### src/rtl/term_write_arbiter.sv
// Character-buffer write arbiter for a text terminal.
// Three requesters and a full-screen clear engine share one buffer write slot
// per cycle. req0 has fixed priority over req1/req2, and req1/req2 alternate
// by round-robin. A granted burst is never preempted. A screen clear runs only
// from IDLE and blanks every cell in row-major order.
module term_write_arbiter #(
  parameter int COLS = 80,
  parameter int ROWS = 60
) (
  input  logic       clk,
  input  logic       rst,
  input  logic       req0_valid,
  input  logic [7:0] req0_h,
  input  logic [7:0] req0_v,
  input  logic [5:0] req0_char,
  input  logic       req0_last,
  output logic       req0_ready,
  input  logic       req1_valid,
  input  logic [7:0] req1_h,
  input  logic [7:0] req1_v,
  input  logic [5:0] req1_char,
  input  logic       req1_last,
  output logic       req1_ready,
  input  logic       req2_valid,
  input  logic [7:0] req2_h,
  input  logic [7:0] req2_v,
  input  logic [5:0] req2_char,
  input  logic       req2_last,
  output logic       req2_ready,
  input  logic       clear_req,
  output logic [7:0] w_h_addr,
  output logic [7:0] w_v_addr,
  output logic [5:0] w_data,
  output logic       w_en,
  output logic       busy,
  output logic       clear_done,
  output logic       err_oob
);

  localparam logic [1:0] ST_IDLE  = 2'd0;
  localparam logic [1:0] ST_BURST = 2'd1;
  localparam logic [1:0] ST_CLEAR = 2'd2;

  // Bounds are widened by one bit so that COLS/ROWS up to 256 still compare correctly.
  localparam logic [8:0] COLS_W = 9'(COLS);
  localparam logic [8:0] ROWS_W = 9'(ROWS);
  localparam logic [7:0] H_LAST = 8'(COLS - 1);
  localparam logic [7:0] V_LAST = 8'(ROWS - 1);

  logic [1:0] r_state;
  logic [1:0] r_grant;
  logic [1:0] r_rr;
  logic       r_clear_pending;
  logic [7:0] r_clr_h;
  logic [7:0] r_clr_v;
  logic       r_clr_fin;
  logic       r_clear_done;
  logic       r_err_oob;
  logic       r_w_en;
  logic [7:0] r_w_h_addr;
  logic [7:0] r_w_v_addr;
  logic [5:0] r_w_data;

  logic       w_sel_valid;
  logic [7:0] w_sel_h;
  logic [7:0] w_sel_v;
  logic [5:0] w_sel_char;
  logic       w_sel_last;
  logic       w_accept;
  logic       w_in_range;
  logic       w_clr_last;

  // Route the granted requester's beat onto a single internal beat bus.
  always_comb begin
    // NOTE: every output gets a default first, so no path leaves a latch behind.
    w_sel_valid = 1'b0;
    w_sel_h     = '0;
    w_sel_v     = '0;
    w_sel_char  = '0;
    w_sel_last  = 1'b0;
    case (r_grant)
      2'd0: begin
        w_sel_valid = req0_valid;
        w_sel_h     = req0_h;
        w_sel_v     = req0_v;
        w_sel_char  = req0_char;
        w_sel_last  = req0_last;
      end
      2'd1: begin
        w_sel_valid = req1_valid;
        w_sel_h     = req1_h;
        w_sel_v     = req1_v;
        w_sel_char  = req1_char;
        w_sel_last  = req1_last;
      end
      2'd2: begin
        w_sel_valid = req2_valid;
        w_sel_h     = req2_h;
        w_sel_v     = req2_v;
        w_sel_char  = req2_char;
        w_sel_last  = req2_last;
      end
      default: ;
    endcase
  end

  assign w_accept   = (r_state == ST_BURST) && w_sel_valid;
  assign w_in_range = ({1'b0, w_sel_h} < COLS_W) && ({1'b0, w_sel_v} < ROWS_W);
  assign w_clr_last = (r_clr_h == H_LAST) && (r_clr_v == V_LAST);

  assign req0_ready = (r_state == ST_BURST) && (r_grant == 2'd0);
  assign req1_ready = (r_state == ST_BURST) && (r_grant == 2'd1);
  assign req2_ready = (r_state == ST_BURST) && (r_grant == 2'd2);

  assign busy       = (r_state != ST_IDLE);
  assign w_en       = r_w_en;
  assign w_h_addr   = r_w_h_addr;
  assign w_v_addr   = r_w_v_addr;
  assign w_data     = r_w_data;
  assign clear_done = r_clear_done;
  assign err_oob    = r_err_oob;

  // State, grant and round-robin pointer: grant from IDLE, release on the last beat.
  always_ff @(posedge clk) begin
    // NOTE: non-blocking assignments keep every flop sampling pre-edge values.
    if (rst) begin
      r_state <= ST_IDLE;
      r_grant <= 2'd0;
      r_rr    <= 2'd1;
    end else begin
      case (r_state)
        ST_IDLE: begin
          if (r_clear_pending) begin
            r_state <= ST_CLEAR;
          end else if (req0_valid) begin
            r_state <= ST_BURST;
            r_grant <= 2'd0;
          end else if (req1_valid && req2_valid) begin
            r_state <= ST_BURST;
            r_grant <= r_rr;
          end else if (req1_valid) begin
            r_state <= ST_BURST;
            r_grant <= 2'd1;
          end else if (req2_valid) begin
            r_state <= ST_BURST;
            r_grant <= 2'd2;
          end
        end
        ST_BURST: begin
          if (w_accept && w_sel_last) begin
            r_state <= ST_IDLE;
            if (r_grant == 2'd1)      r_rr <= 2'd2;
            else if (r_grant == 2'd2) r_rr <= 2'd1;
          end
        end
        ST_CLEAR: begin
          if (w_clr_last) r_state <= ST_IDLE;
        end
        default: r_state <= ST_IDLE;
      endcase
    end
  end

  // Latch a clear request until IDLE can start it; requests during CLEAR are absorbed.
  always_ff @(posedge clk) begin
    if (rst) begin
      r_clear_pending <= 1'b0;
    end else if ((r_state == ST_IDLE) && r_clear_pending) begin
      r_clear_pending <= 1'b0;
    end else if (clear_req && (r_state != ST_CLEAR)) begin
      r_clear_pending <= 1'b1;
    end
  end

  // Row-major clear cursor; it wraps back to (0,0) as the last cell is written.
  always_ff @(posedge clk) begin
    if (rst) begin
      r_clr_h <= 8'd0;
      r_clr_v <= 8'd0;
    end else if (r_state == ST_CLEAR) begin
      if (r_clr_h == H_LAST) begin
        r_clr_h <= 8'd0;
        r_clr_v <= (r_clr_v == V_LAST) ? 8'd0 : r_clr_v + 8'd1;
      end else begin
        r_clr_h <= r_clr_h + 8'd1;
      end
    end
  end

  // Registered buffer write port; the address and data hold whenever no write occurs.
  always_ff @(posedge clk) begin
    if (rst) begin
      r_w_en     <= 1'b0;
      r_w_h_addr <= 8'd0;
      r_w_v_addr <= 8'd0;
      r_w_data   <= 6'd0;
    end else begin
      r_w_en <= 1'b0;
      if (r_state == ST_CLEAR) begin
        r_w_en     <= 1'b1;
        r_w_h_addr <= r_clr_h;
        r_w_v_addr <= r_clr_v;
        r_w_data   <= 6'd0;
      end else if (w_accept && w_in_range) begin
        r_w_en     <= 1'b1;
        r_w_h_addr <= w_sel_h;
        r_w_v_addr <= w_sel_v;
        r_w_data   <= w_sel_char;
      end
    end
  end

  // Clear-done pulse lands the cycle after the final clear write; out-of-range flag is sticky.
  always_ff @(posedge clk) begin
    if (rst) begin
      r_clr_fin    <= 1'b0;
      r_clear_done <= 1'b0;
      r_err_oob    <= 1'b0;
    end else begin
      r_clr_fin    <= (r_state == ST_CLEAR) && w_clr_last;
      r_clear_done <= r_clr_fin;
      if (w_accept && !w_in_range) r_err_oob <= 1'b1;
    end
  end

endmodule

### config.mk
export PLATFORM = sky130hd
export DESIGN_NAME = term_write_arbiter
export DESIGN_NICKNAME = d
export VERILOG_FILES = /design/src/rtl/term_write_arbiter.sv
export SDC_FILE = /design/constraint.sdc
export NUM_CORES = 1
export LEC_CHECK = 0
export CAP_MARGIN = 15
export CORE_AREA = 2 2 97 99
export CTS_CLUSTER_SIZE = 28
export DETAILED_ROUTE_END_ITERATION = 6
export DIE_AREA = 0 0 99 101
export HOLD_SLACK_MARGIN = 0.1
export PLACE_DENSITY = 0.65
export RECOVER_POWER = 100
export SYNTH_ARGS = -nofsm -noshare
export SYNTH_HDL_FRONTEND = slang
export SYNTH_SLANG_ARGS = --single-unit
### constraint.sdc
create_clock -name clk -period 4.8 [get_ports clk]
set_input_delay 1.44 -clock clk [delete_from_list [all_inputs] [get_ports clk]]
set_output_delay 1.44 -clock clk [all_outputs]
set_load 0.03 [all_outputs]
# ---- Word level (Yosys, flattened, before mapping)
# Index checks and enable logic that the tools add are counted.
dict set report totals {
  elab_cells 81
  out_inout_bits 29
  regBits 49
}
dict set report op_classes {
  add_sub_neg 2
  n_bitwise 1
  mux 27
  magnitude_cmp 2
  eq_ne 10
  n_reduce_logical 26
}
# op count
set op_table {}
lappend op_table {{2-to-1 mux 8 bit} 6}
lappend op_table {{case mux 8 bit (3 select lines)} 2}
lappend op_table {{2-to-1 mux 2 bit} 13}
lappend op_table {{case mux 6 bit (3 select lines)} 1}
lappend op_table {{adder 8 x 1 -> 8 bit, second input constant} 2}
lappend op_table {{logical AND 1 bit} 13}
lappend op_table {{AND reduction 3 bit} 3}
lappend op_table {{== test 8 x 6 -> 1 bit, second input constant} 1}
lappend op_table {{== test 8 x 7 -> 1 bit, second input constant} 1}
lappend op_table {{< comparator 8 x 6 -> 1 bit, second input constant} 1}
lappend op_table {{< comparator 8 x 7 -> 1 bit, second input constant} 1}
lappend op_table {{!= test 6 bit, second input constant} 1}
lappend op_table {{case mux 1 bit (3 select lines)} 2}
lappend op_table {{case mux 2 bit (3 select lines)} 1}
lappend op_table {{nonzero test 2 bit} 3}
lappend op_table {{== test 2 x 1 -> 1 bit, second input constant} 2}
lappend op_table {{== test 2 bit, second input constant} 2}
lappend op_table {{zero test 2 bit} 2}
lappend op_table {{!= test 2 bit, second input constant} 2}
lappend op_table {{nonzero test 4 bit} 1}
lappend op_table {{OR reduction 2 bit} 2}
lappend op_table {{2-to-1 mux 1 bit} 2}
lappend op_table {{!= test 2 x 1 -> 1 bit, second input constant} 1}
lappend op_table {{AND reduction 2 bit} 1}
lappend op_table {{other kinds (2)} 2}

# ---- Depth between registers and ports, before layout
dict set report logic_depth {
  ltp_word 7
  ltp_mapped 11
  ltp_nobuf 7
}

# ---- Least setup slack after synthesis
# OpenSTA, ideal clock, no wires.
dict set report synth_path {
  kind {input port to flip-flop}
  startpoint {input req2_h[7]}
  endpoint {register r_w_v_addr[4] (netlist: w_v_addr[4])}
  n_path_buf 2
  cell_stages 7
  arrival_ps 2740
  setup_time_ps 131
  slack_ps 1930
  cell_sequence {a222oi_1 -> nand3_1 -> o21ba_1 -> buf_6 -> buf_2 -> o2111ai_1 -> o31ai_2}
}
dict set report synth_via {
  elab_chain_len 5
}
# element line_no
set synth_lines {}
lappend synth_lines {{start, declared} 25} ;# input logic [7:0] req2_h,
lappend synth_lines {{case mux 8 bit (3 select lines)} 81} ;# case (r_grant)
lappend synth_lines {{< comparator 8 x 7 -> 1 bit} 108} ;# assign w_in_range = ({1'b0, w_sel_h} < COLS_W) && ({1'b0, w_sel_v} < ROWS_W);
lappend synth_lines {{logical AND 1 bit} 108}
lappend synth_lines {{logical AND 1 bit} 204} ;# end else if (w_accept && w_in_range) begin
lappend synth_lines {{nonzero test 2 bit (no source line)} --}
lappend synth_lines {{end signal, assigned} 202} ;# r_w_v_addr <= r_clr_v;
lappend synth_lines {{end signal, assigned} 207} ;# r_w_v_addr <= w_sel_v;
lappend synth_lines {{end, declared} 61} ;# logic [7:0] r_w_v_addr;
# Every way passes these cells.
# A chain may end at the register's enable or synchronous reset.

# ---- Final worst setup path
dict set report layout_path {
  startpoint {input req2_valid}
  endpoint {register r_w_v_addr[5] (netlist: w_v_addr[5])}
}
dict set report layout_via {
  elab_chain_len 4
}
# element line_no
set layout_lines {}
lappend layout_lines {{start, declared} 24} ;# input logic req2_valid,
lappend layout_lines {{case mux 1 bit (3 select lines)} 81}
lappend layout_lines {{logical AND 1 bit} 107} ;# assign w_accept = (r_state == ST_BURST) && w_sel_valid;
lappend layout_lines {{logical AND 1 bit} 204}
lappend layout_lines {{nonzero test 2 bit (no source line)} --}
# Every way passes these cells.

==> results.md <==
- Crit Path Category: in -> reg
- Synthesized instance count: 308
- LEAKAGE: 1.38 nW
- PwrDens: ~280 nW/um2
- Setup Viol. Count Final: 0
- Setup Buffers After CTS: 0
- Fin. max-slew vios: 0
- Worst setup EP type: register
- Commonest cells in the netlist: 49 x dfxtp_1, 34 x o21ai_0, 23 x a222oi_1, 23 x nor2_1, 20 x a21oi_1
- Post-synthesis async set-or-reset flop share: 0%
- First-pass GRT wire length: 13,600 um
- Post-Syn Nets: 389
- Initial core utilization: 29.3%
- Synth warn: 0
- CTS Hold Buffers Added: 0
- Ant. Diodes: 0
- # Max-Cap Violations: 0
- CTS Buf Count: 5
- Slew headroom: about 39%
- Status: finished, final reports clean
- Part of the Yosys area used for sequential elements: between 30% and 40%
- Die area: ~10000 um2
- Dpl ws: ~1 ns
- Syn Std Cell Area: 2630 um2
- Post-synthesis average cell area: 8.54 um2
- #FFs+latches synth: around 50
- Most frequent cell after synthesis: dfxtp_1
- VDD IR max: 0.000196 V
- Synth area leader: dfxtp_1
- TritonCTS clock tree: built
- CTS Root Cell: clkbuf_8
- Vias: 2,762
- Number of detailed-route iterations in the first pass: 7
- Max Root-Sink Buffers: 2
- Total GRT Usage: 16.9%
- Peak Freq: between 200 and 300 MHz
- Row count: 35
- Clock latency on the worst-skew pair: slightly above 0.3 ns
- Wirelength, routed: ~8500 um
- Routed Antenna Nets: 0
- H-tree lvl count: 2
- GRT overflow: 0
- Via density: approximately 5.5
- Worst-path clk slew: 0.09 ns
- Remaining DRCs: 0
- Critical path required time: around 5.0 ns
- Wire per inst: around 17 um
- Non-filler cells in the finished layout: just over 500
- I/O Pins: 104
- Port Buffers: about 100
- Final worst slack: slightly below 1 ns
- Core ar.: roughly 9000 um2
- Top cells by area, synth: dfxtp_1 37%, a222oi_1 8.8%, o21ai_0 6.5%, o2111ai_1 5.0%, a21oi_1 3.8%
- Antenna violations before repair: 0
- HPWL after detailed placement: between 6000 and 7000 um
- Setup TNS: 0 ns
- Final Cycle Share: slightly below 80%
- Worst EP arrival: approximately 4.0 ns
- Number of flops mapped to enable cells by yosys: 0
- Post-cts sizing count: 0
- Yosys top cell area share: 37.3%
- Worst Setup Start Kind: input port
- Hold Vio Cnt, Final: 0
- Final layout net count: 475
- Largest net degree at the start of global routing: 53
- Die height: a little over 100 um
- Die X-Extent: 99 um
- Placed cells: around 500
- Clock sink total: around 50
- Core Util, Final: between 40 and 50%
- RSZ-0062 raised after global routing: no
- Shortest period the worst path allows: between 3 and 4 ns
- Hold Path Class: reg -> reg
- Vias in the first global route: approximately 2.7k
- Initial drt markers: about 200
- Area Growth Syn to Fin: 44.2%
- Clock Skew: 0.00638 ns
- Global placement routability congestion: approximately 0.84
- Worst slew pin tran: 0.915 ns
- CP Max Fanout: 20
- Ys flop type: dfxtp_1
- Layout cells sized above 1: between 4 and 5%
- Count of unique library cells instantiated by Yosys: 39
## registers in the layout, summed over array words and instances, names as in the netlist, 2 cells and up
signal and flops:
r_clr_h 8, r_clr_v 8, w_h_addr 8, w_v_addr 8, w_data 6, r_grant 2, r_rr 2, r_state 2
## where the power goes
| part | switching, W | internal [W] | total (W) | leakage, nW |
|---|---|---|---|---|
| Clock | 0.000142 | 0.000157 | 0.000299 | 0.0554 |
| Combinational | 0.000190 | 0.000139 | 0.000329 | 0.929 |
| Sequential | 0.0000141 | 0.000427 | 0.000441 | 0.397 |
## cell usage in the layout (no fill, tap or decap), types with 2 or more instances in the layout
cell type / count
buf_4: 6
and3_1: 4
dfxtp_1: 49
clkbuf_8: 5
nand2b_1: 3
inv_1: 6
clkdlybuf4s50_1: 71
ha_1: 6
a222oi_1: 23
nor3_1: 12
or3_1: 8
xor2_1: 7
o21ai_0: 34
dlygate4sd3_1: 32
nand3_1: 6
nor4_1: 2
a21oi_1: 20
nand4_1: 4
o2111ai_1: 15
nor2_1: 23
mux2i_1: 3
o31ai_1: 13
nand2_1: 13
and2_1: 4
xnor2_1: 5
or2_2: 2
nor2b_1: 3
## worst max-delay path: stages
cell,delay (ns)
dlygate4sd3_1,0.62
a222oi_1,0.09
nor3b_1,0.65
o21ai_2,0.41
o21a_1,0.50
o31ai_1,0.33
## final cells by class
type,instances,area (um2)
fillers,882,5180
inverters,6,22.5
well taps,111,139
flip-flops and latches,49,981
clock buffers,6,72.6
clock inverters,2,38.8
repair buffers,110,1080
multi-input cells,222,1460
## stage by stage
stage / instance area [um2] / total power (W) / hold slack [ns]
after floorplan: 2630 / 0.000646 / 0.414
after global placement: 3690 / 0.000785 / 0.428
after detailed placement: 3690 / 0.000788 / 0.425
after CTS: 3800 / 0.00108 / 0.447
after global routing: 3790 / 0.00112 / 0.469
final: 3790 / 0.00107 / 0.442
## path summary, 6_finish.rpt
path,start,end,slack (ns),cells after the start
max,req2_valid,w_v_addr[5],0.98,6
min,r_clr_fin,clear_done,0.44,1
min reg2reg,r_clr_fin,clear_done,0.44,1
max reg2reg,r_grant[0],w_h_addr[0],1.72,8
## cell families (layout without fill, tap and decap cells)
| kind of cell | count (synthesis) | in the layout | synth area share [%] |
|---|---|---|---|
| compound gates | 113 | 113 | 30.4 |
| xor+xnor | 12 | 12 | 4.00 |
| mux | 3 | 3 | 1.14 |
| simple gates | 88 | 88 | 17.3 |
| fa+ha+maj | 6 | 6 | 2.85 |
| buf+inv | 37 | 124 | 6.99 |
| flops | 49 | 49 | 37.3 |
## routing by layer
metal  global-route usage [%]  up-vias  routed length [um]  part of all wire [%]
li1                         -     1348                   -                     -
met3                     4.09        2                 512                   6.0
met1                     21.7     1324                3830                    45
met5                        0        -                   0                     0
met2                     28.8       88                4110                    48
met4                     3.48        0                  37                  0.44
Note: power is estimated with default switching activity, not from simulation.
